===== config.mk =====
export PLATFORM = sky130hd
export DESIGN_NAME = dqn_train_sequencer
export DESIGN_NICKNAME = d
export VERILOG_FILES = /design/src/rtl/dqn_train_sequencer.sv
export SDC_FILE = /design/constraint.sdc
export NUM_CORES = 1
export LEC_CHECK = 0
export ABC_AREA = 1
export BUFFER_PORTS_ARGS = -buffer_cell sky130_fd_sc_hd__buf_2
export CORE_ASPECT_RATIO = 0.7
export CORE_MARGIN = 5
export CORE_UTILIZATION = 45
export CTS_CLUSTER_SIZE = 16
export DETAILED_ROUTE_END_ITERATION = 8
export HOLD_SLACK_MARGIN = 0.06
export PLACE_DENSITY = 0.61
export SLEW_MARGIN = 15
export SYNTH_ARGS = -nofsm -noshare
export SYNTH_HDL_FRONTEND = slang
export SYNTH_SLANG_ARGS = --single-unit
export TNS_END_PERCENT = 1

===== constraint.sdc =====
create_clock -name clk -period 2.2 [get_ports clk]
set_input_delay 0.11 -clock clk [delete_from_list [all_inputs] [get_ports clk]]
set_output_delay 0.11 -clock clk [all_outputs]
set_load 0.05 [all_outputs]

===== src/rtl/dqn_train_sequencer.sv =====
`default_nettype none
// ============================================================================
// Module      : dqn_train_sequencer
// Description : Master phase sequencer for the DQN training datapath. Each
//               training step runs forward z1/z2/z3 phases, waits for the
//               backprop unit, then issues one-cycle weight updates for
//               layers 1..3. Drives the shared ctrl/step buses and the
//               start/busy/done/err handshake.
// Revision    : 1.0 - initial release
// ============================================================================
module dqn_train_sequencer #(
  parameter int FWD_CYCLES  = 4,   // cycles per forward phase, 1..255
  parameter int BWD_TIMEOUT = 64   // max cycles waiting in BWD, 2..65535
) (
  input  logic       clk,
  input  logic       rst_n,
  input  logic       start,
  input  logic [3:0] num_steps,
  input  logic       bwd_done,
  input  logic       abort,
  output logic [3:0] ctrl,
  output logic [3:0] step,
  output logic       busy,
  output logic       done,
  output logic       err
);

  // Phase counter is wide enough for the largest legal BWD timeout.
  localparam int          c_cnt_w    = 16;
  localparam logic [15:0] c_fwd_last = 16'(FWD_CYCLES - 1);
  localparam logic [15:0] c_bwd_last = 16'(BWD_TIMEOUT - 1);

  // State encoding is the ctrl bus code itself, so ctrl is the state register.
  typedef enum logic [3:0] {
    S_IDLE   = 4'd0,
    S_UPD_W1 = 4'd1,
    S_UPD_W2 = 4'd2,
    S_UPD_W3 = 4'd3,
    S_FWD_Z1 = 4'd4,
    S_FWD_Z2 = 4'd5,
    S_FWD_Z3 = 4'd6,
    S_BWD    = 4'd7,
    S_DONE   = 4'd9
  } state_t;

  state_t              r_state,  w_state_n;
  logic [c_cnt_w-1:0]  r_cnt,    w_cnt_n;
  logic [3:0]          r_step,   w_step_n;
  logic [3:0]          r_target, w_target_n;
  logic                r_busy,   w_busy_n;
  logic                r_done,   w_done_n;
  logic                r_err,    w_err_n;

  // State and output registers; every output leaves the block registered.
  always_ff @(posedge clk or negedge rst_n) begin
    if (!rst_n) begin
      r_state  <= S_IDLE;
      r_cnt    <= '0;
      r_step   <= 4'd0;
      r_target <= 4'd0;
      r_busy   <= 1'b0;
      r_done   <= 1'b0;
      r_err    <= 1'b0;
    end else begin
      r_state  <= w_state_n;
      r_cnt    <= w_cnt_n;
      r_step   <= w_step_n;
      r_target <= w_target_n;
      r_busy   <= w_busy_n;
      r_done   <= w_done_n;
      r_err    <= w_err_n;
    end
  end

  // Next-state, step bookkeeping and handshake flags for the following cycle.
  always_comb begin
    w_state_n  = r_state;
    w_cnt_n    = r_cnt;
    w_step_n   = r_step;
    w_target_n = r_target;
    w_err_n    = r_err;

    if (r_state != S_IDLE && abort) begin
      // Abort drops straight back to idle; err keeps whatever it held.
      w_state_n = S_IDLE;
      w_cnt_n   = '0;
      w_step_n  = 4'd0;
    end else begin
      case (r_state)
        S_IDLE: begin
          // abort in idle suppresses a simultaneous start
          if (start && !abort) begin
            w_state_n  = S_FWD_Z1;
            w_target_n = (num_steps == 4'd0) ? 4'd1 : num_steps;
            w_step_n   = 4'd1;
            w_err_n    = 1'b0;
            w_cnt_n    = '0;
          end
        end

        S_FWD_Z1: begin
          if (r_cnt == c_fwd_last) begin
            w_state_n = S_FWD_Z2;
            w_cnt_n   = '0;
          end else begin
            w_cnt_n = r_cnt + 1'b1;
          end
        end

        S_FWD_Z2: begin
          if (r_cnt == c_fwd_last) begin
            w_state_n = S_FWD_Z3;
            w_cnt_n   = '0;
          end else begin
            w_cnt_n = r_cnt + 1'b1;
          end
        end

        S_FWD_Z3: begin
          if (r_cnt == c_fwd_last) begin
            w_state_n = S_BWD;
            w_cnt_n   = '0;
          end else begin
            w_cnt_n = r_cnt + 1'b1;
          end
        end

        S_BWD: begin
          // bwd_done on the final allowed cycle still counts as success
          if (bwd_done) begin
            w_state_n = S_UPD_W1;
            w_cnt_n   = '0;
          end else if (r_cnt == c_bwd_last) begin
            w_state_n = S_IDLE;
            w_cnt_n   = '0;
            w_step_n  = 4'd0;
            w_err_n   = 1'b1;
          end else begin
            w_cnt_n = r_cnt + 1'b1;
          end
        end

        S_UPD_W1: w_state_n = S_UPD_W2;

        S_UPD_W2: w_state_n = S_UPD_W3;

        S_UPD_W3: begin
          // target never exceeds 15, so step cannot wrap here
          if (r_step == r_target) begin
            w_state_n = S_DONE;
          end else begin
            w_state_n = S_FWD_Z1;
            w_step_n  = r_step + 4'd1;
          end
        end

        S_DONE: begin
          w_state_n = S_IDLE;
          w_step_n  = 4'd0;
        end

        default: begin
          w_state_n = S_IDLE;
          w_cnt_n   = '0;
          w_step_n  = 4'd0;
        end
      endcase
    end

    w_busy_n = (w_state_n != S_IDLE);
    w_done_n = (w_state_n == S_DONE);
  end

  assign ctrl = r_state;
  assign step = r_step;
  assign busy = r_busy;
  assign done = r_done;
  assign err  = r_err;

endmodule
`default_nettype wire


== Word-level counts from Yosys, hierarchy flattened ==
Index checks and enable logic that the tools add are counted.
Operators by class
  add/subtract/negate cells: 2
  multiply operators: 0
  divide/modulo/power cells: 0
  $lt $le $gt $ge: 0
  equal/unequal tests: 21
  shift operators: 0
  muxes and demuxes: 26
  bitwise gates (word level): 1
  reduce and logical (&&, ||, !) cells: 15
Operators with widths (number)
  $mux W16: 5
  $pmux W16 S4: 1
  $mux W4: 14
  $pmux W4 S8: 1
  $add A16 B1 Y16 const B: 1
  $eq A16 B2 Y1 const B: 1
  $eq A16 B6 Y1 const B: 1
  $eq A4 B3 Y1 const B: 4
  $pmux W4 S4: 1
  $ne A3 B3 Y1 const B: 4
  $reduce_and A5 Y1: 2
  $eq A4 B2 Y1 const B: 2
  $eq A4 B4 Y1 const B: 2
  $logic_not A4 Y1: 2
  $reduce_bool A4 Y1: 2
  $ne A2 B2 Y1 const B: 3
  $reduce_or A5 Y1: 1
  $add A4 B1 Y4 const B: 1
  $eq A4 B1 Y1 const B: 1
  $eq A4 B4 Y1: 1
  $ne A2 B1 Y1 const B: 2
  $reduce_or A4 Y1: 1
  $mux W1: 3
  $reduce_and A3 Y1: 1
  other kinds (7): 8
Storage, ports and cells
  flip-flop bits (word level): 31
  latch bits: 0
  RAM bits: 0
  memory bits (read-only): 0
  input port bits: 9
  output and inout bits: 11
  word-level logic and storage cells: 72
  memories: 0

== Logic depth before layout (Yosys ltp) ==
  depth in word-level cells: 6
  mapped depth: 11
  mapped depth without buffers: 11

== Worst setup path after synthesis ==
Ideal clock, no wire load.
  kind: reg-to-reg
  from: register r_state[0] (netlist: ctrl[0])
  to: register r_cnt[4]
  data arrival time: 1.591 ns
  data required time: 2.080 ns
  path slack: 0.490 ns
  stages on the path, launching flop included: 10
  buffers on the path: 1
  clock period less this slack: 1.710 ns
  path through: dfrtp_1 -> nor2_1 -> nand2_2 -> nand2_2 -> nand2_2 -> nand2_4 -> inv_2 -> buf_6 -> nand3_1 -> and3_1
On the way
  longest elaborated chain between the ends: 4
Ends and longest elaborated chain
  from (decl): RTL line 46  | state_t r_state, w_state_n;
  from (signal assigned): RTL line 65  | r_state <= w_state_n;
  $eq A4 B2 Y1 (tied with other cells): RTL line 89  | case (r_state)
  $reduce_or A4 Y1 (no source line) (tied with other cells)
  $pmux W16 S4 (tied with other cells): RTL line 89
  $mux W16 / $reduce_and A2 Y1 (equally long branches)
  to (signal assigned): RTL line 66  | r_cnt <= w_cnt_n;
  to (decl): RTL line 47  | logic [c_cnt_w-1:0] r_cnt, w_cnt_n;
Parallel ways exist; a longest one is shown, timed or not.
A chain may end at the register's enable or synchronous reset.

== Worst setup path in the final report ==
  from: register r_cnt[0]
  to: register r_cnt[2]
On the way
  longest elaborated chain between the ends: 5
Ends and longest elaborated chain
  $add A16 B1 Y16 / $eq A16 B6 Y1 (equally long branches)
  $mux W16: RTL line 133  | end else if (r_cnt == c_bwd_last) begin
  $mux W16: RTL line 130  | if (bwd_done) begin
  $pmux W16 S4 *: RTL line 89
  $mux W16 *: RTL line 83  | if (r_state != S_IDLE && abort) begin
Mark *: on every way between the ends. The rest lies on a longest branch, timed or not.

==> impl_metrics.yaml <==
synth:
  yosysWarnings: 0
  yosysUniqueCellTypes: 29
  syn-instance-count: 293
  syn_avg_cell_area_sq_um: 6.875
  syn_nets: 304
  seq_area_frac_synth_pct: 38.51
  ys_seq_elements: 31
  syn-cell-area_sq_um: 2014
die:
  core_sq_um: 4329
  io_pins: 20
  start_util_pct: 46.53
  die_w_um: 89.97
  rows: 20
  die_h_um: 65.98
  die_area_sq_um: 5936
clock_tree:
  htreeDepth: 2
  path_clk_slew_ns: 0.07
  cts_tree: "yes"
  cts_buffer_depth: 2
  cts-buffers-inserted: 5
  insertion_delay_ns: 0.28
  cts_setup_buffers: 0
  cts_num_sinks: 31
  root_buffer: "clkbuf_8"
worst_setup_path:
  regToRegSetupSlack_ns: 0.39
  r2r-start: "r_cnt[0]"
  reg2regPathDepth: 9
  crit_family: "simple AND/OR/NAND/NOR gates"
  path_buf_inv: 0
  worstReg2RegEnd: "r_cnt[2]"
  crit_chain: "ha_1 -> nand3_1 -> nor2_4 -> nand3_2 -> nand2_2 -> nand2_2 -> nand2_2 -> nand2_4 -> and3_1"
  cp_slowest_cell: "dfrtp_1"
  worstSetupPathType: "reg2reg"
  critPathMaxFanout: 6
  worst_ep_arrival_time_ns: 1.98
  cp-start-kind: "flip-flop"
  crit_path_frequent_cell: "nand2_2"
  cpPeakStageDelay_ns: 0.43
  end_kind: "flip-flop"
  required_ns: 2.37
global_route:
  grt_overflow: 0
  grt_pass1_wl_mm: 8.418
  grt_usage_pct: 17.60
  antenna_found_initial: 0
  grt_start_max_net_pins: 32
  first_global_vias: 1706
timing:
  slew_headroom_pct: 52.95
  fmax_mhz: 551.4
  skew_ns: 0.006908
  slew_violations: 0
  worst_pin_slew_ns: 0.7058
  setup_violations: 0
  rsz0062_at_grt: "false"
  min_period_over_period_pct: 82.44
  tns_ns: 0
  min_period_ns: 1.814
  hold_ws_ns: 0.06309
  hold_viol_final: 0
min_path:
  min_path_type: "in2reg"
  hold_start: "num_steps[0]"
  min_to: "r_target[0]"
  whs_path_depth: 3
placement:
  gp_congestion: 0.9473
  io_buffer_count: 19
  hpwl_mm: 3.765
cells_and_area:
  drive_gt1_share_pct: 14.29
  antennaDiodeCount: 0
  final_nets: 332
  area_growth_syn_to_layout_pct: 14.29
  nFillCells: 445
job:
  drv_cap: 0
drt:
  dr.pass1.iters: 4
  drt-initial-drc-count: 132
  vias_per_cell: 5.045
  routed_wl_mm: 4.997
  drcViolationCount: 0
  num_vias: 1902
  ant_nets: 0
  routedWlPerCell_um: 13.25
pwr:
  irDropWorstVdd_uv: 529.7
  p_leak_nw: 1.164
  power.share.sequential_pct: 36.3
  combPwrFrac_pct: 38.8
  p_int_mw: 1.145
  p_sw_uw: 867.2
  clockPowerShare_pct: 25.0
  power.density_nw_per_um2: 873.8
  switching_share_pct: 43.10
outcome:
  status: "complete, no violations"
worst min-delay path: cells and delay by family:
family                 cells  cell delay [ns]
AO/OA/AOI/OAI              2             0.12
buffers and inverters      1             0.07
final cells by class:
class | count | area (sq um) | area share [%]
clock buffer | 8 | 100.1 | 4.348
inverter | 46 | 172.7 | 7.500
multi-input combinational | 214 | 1050 | 45.60
sequential | 31 | 775.7 | 33.70
tap | 55 | 68.82 | 2.989
timing repair buffer | 23 | 135.1 | 5.870
synth_stat cells:
master,n,share of area (%)
a211oi_1,1,0.37
a21oi_1,4,0.99
a31oi_1,1,0.31
and3_1,4,1.2
buf_2,1,0.25
buf_6,1,0.56
dfrtp_1,31,39
ha_1,2,1.2
inv_1,44,8.2
inv_2,2,0.37
nand2_1,80,15
nand2_2,8,2.5
nand2_4,2,1.1
nand3_1,23,5.7
nand3_2,1,0.50
nand4_1,8,2.5
nor2_1,38,7.1
nor2_2,3,0.93
nor2_4,3,1.7
nor3_1,5,1.2
nor3_2,1,0.50
o2111ai_1,3,1.3
o21ai_0,10,2.5
o21ai_1,7,1.7
o21bai_1,2,0.75
o22ai_1,2,0.62
o31ai_1,1,0.37
or2_1,1,0.31
xor2_1,4,1.7
per-layer routing:
| layer | track usage [%] | wire, um |
|---|---|---|
| met4 | 4.089 | 21 |
| met2 | 23.63 | 1940 |
| met3 | 4.209 | 275 |
| met1 | 27.74 | 2759 |
| met5 | 0 | 0 |
placed cells by master (no fill, tap or decap), types with 3 or more instances in the layout:
cell type,instances
inv_1,44
nor2_1,38
and3_1,4
xor2_1,4
a21oi_1,4
nand2_2,8
o21ai_0,10
nand3_1,23
nor2_2,3
clkbuf_8,7
dlygate4sd3_1,4
nor2_4,3
o2111ai_1,3
nand2_1,80
dfrtp_1,31
nand4_1,8
buf_2,19
o21ai_1,7
nor3_1,5
worst max-delay path by stage:
stage | startpoint | to | slack (ns) | depth (start not counted)
2_1_floorplan | ctrl[0] | r_cnt[4] | 0.49 | 9
3_3_place_gp | r_cnt[0] | r_cnt[4] | 0.47 | 9
3_5_place_dp | r_cnt[0] | r_cnt[2] | 0.42 | 9
4_1_cts | r_cnt[0] | r_cnt[2] | 0.40 | 9
5_1_grt | r_cnt[0] | r_cnt[12] | 0.26 | 9
6_report | r_cnt[0] | r_cnt[2] | 0.39 | 9
state kept, by name, summed over array words and instances (netlist names):
| register | cells |
|---|---|
| step | 4 |
| r_target | 4 |
| err | 1 |
| done | 1 |
| r_cnt | 16 |
| busy | 1 |
| ctrl | 4 |
timing repair:
item                                   CTS  global route
endpoints found under the hold margin   34             0
gates resized for setup                  0             0
hold buffers                             4             0
power by group through the flow:
stage | logic, mW | clock network (mW) | registers [mW]
detailed placement | 0.773 | 0 | 0.741
global placement | 0.769 | 0 | 0.736
global route | 0.878 | 0.538 | 0.745
CTS | 0.782 | 0.510 | 0.730
finish | 0.780 | 0.502 | 0.730
floorplan | 0.473 | 0 | 0.860
cell families (layout without fill, tap and decap cells):
group / count (synthesis) / after routing / synth area share (%)
xor gates and xnor gates: 4 / 4 / 1.739
and+or+nand+nor: 177 / 177 / 40.19
buffers and inverters: 48 / 77 / 9.379
adders and majority gates: 2 / 2 / 1.242
DFF: 31 / 31 / 38.51
AOI/OAI and AO/OA: 31 / 31 / 8.944
stage by stage:
step	std cells	setup WS (ns)	utilization [%]	total power, mW	area (sq um)
2_1_floorplan	293	0.4897	-	1.334	2014
3_3_place_gp	365	0.4682	49.94	1.505	2162
3_5_place_dp	365	0.4174	49.94	1.513	2162
4_1_cts	377	0.3989	53.18	2.022	2302
5_1_grt	377	0.2628	53.18	2.161	2302
6_report	377	0.3863	53.18	2.012	2302
Power figures use the tool's default switching activity.
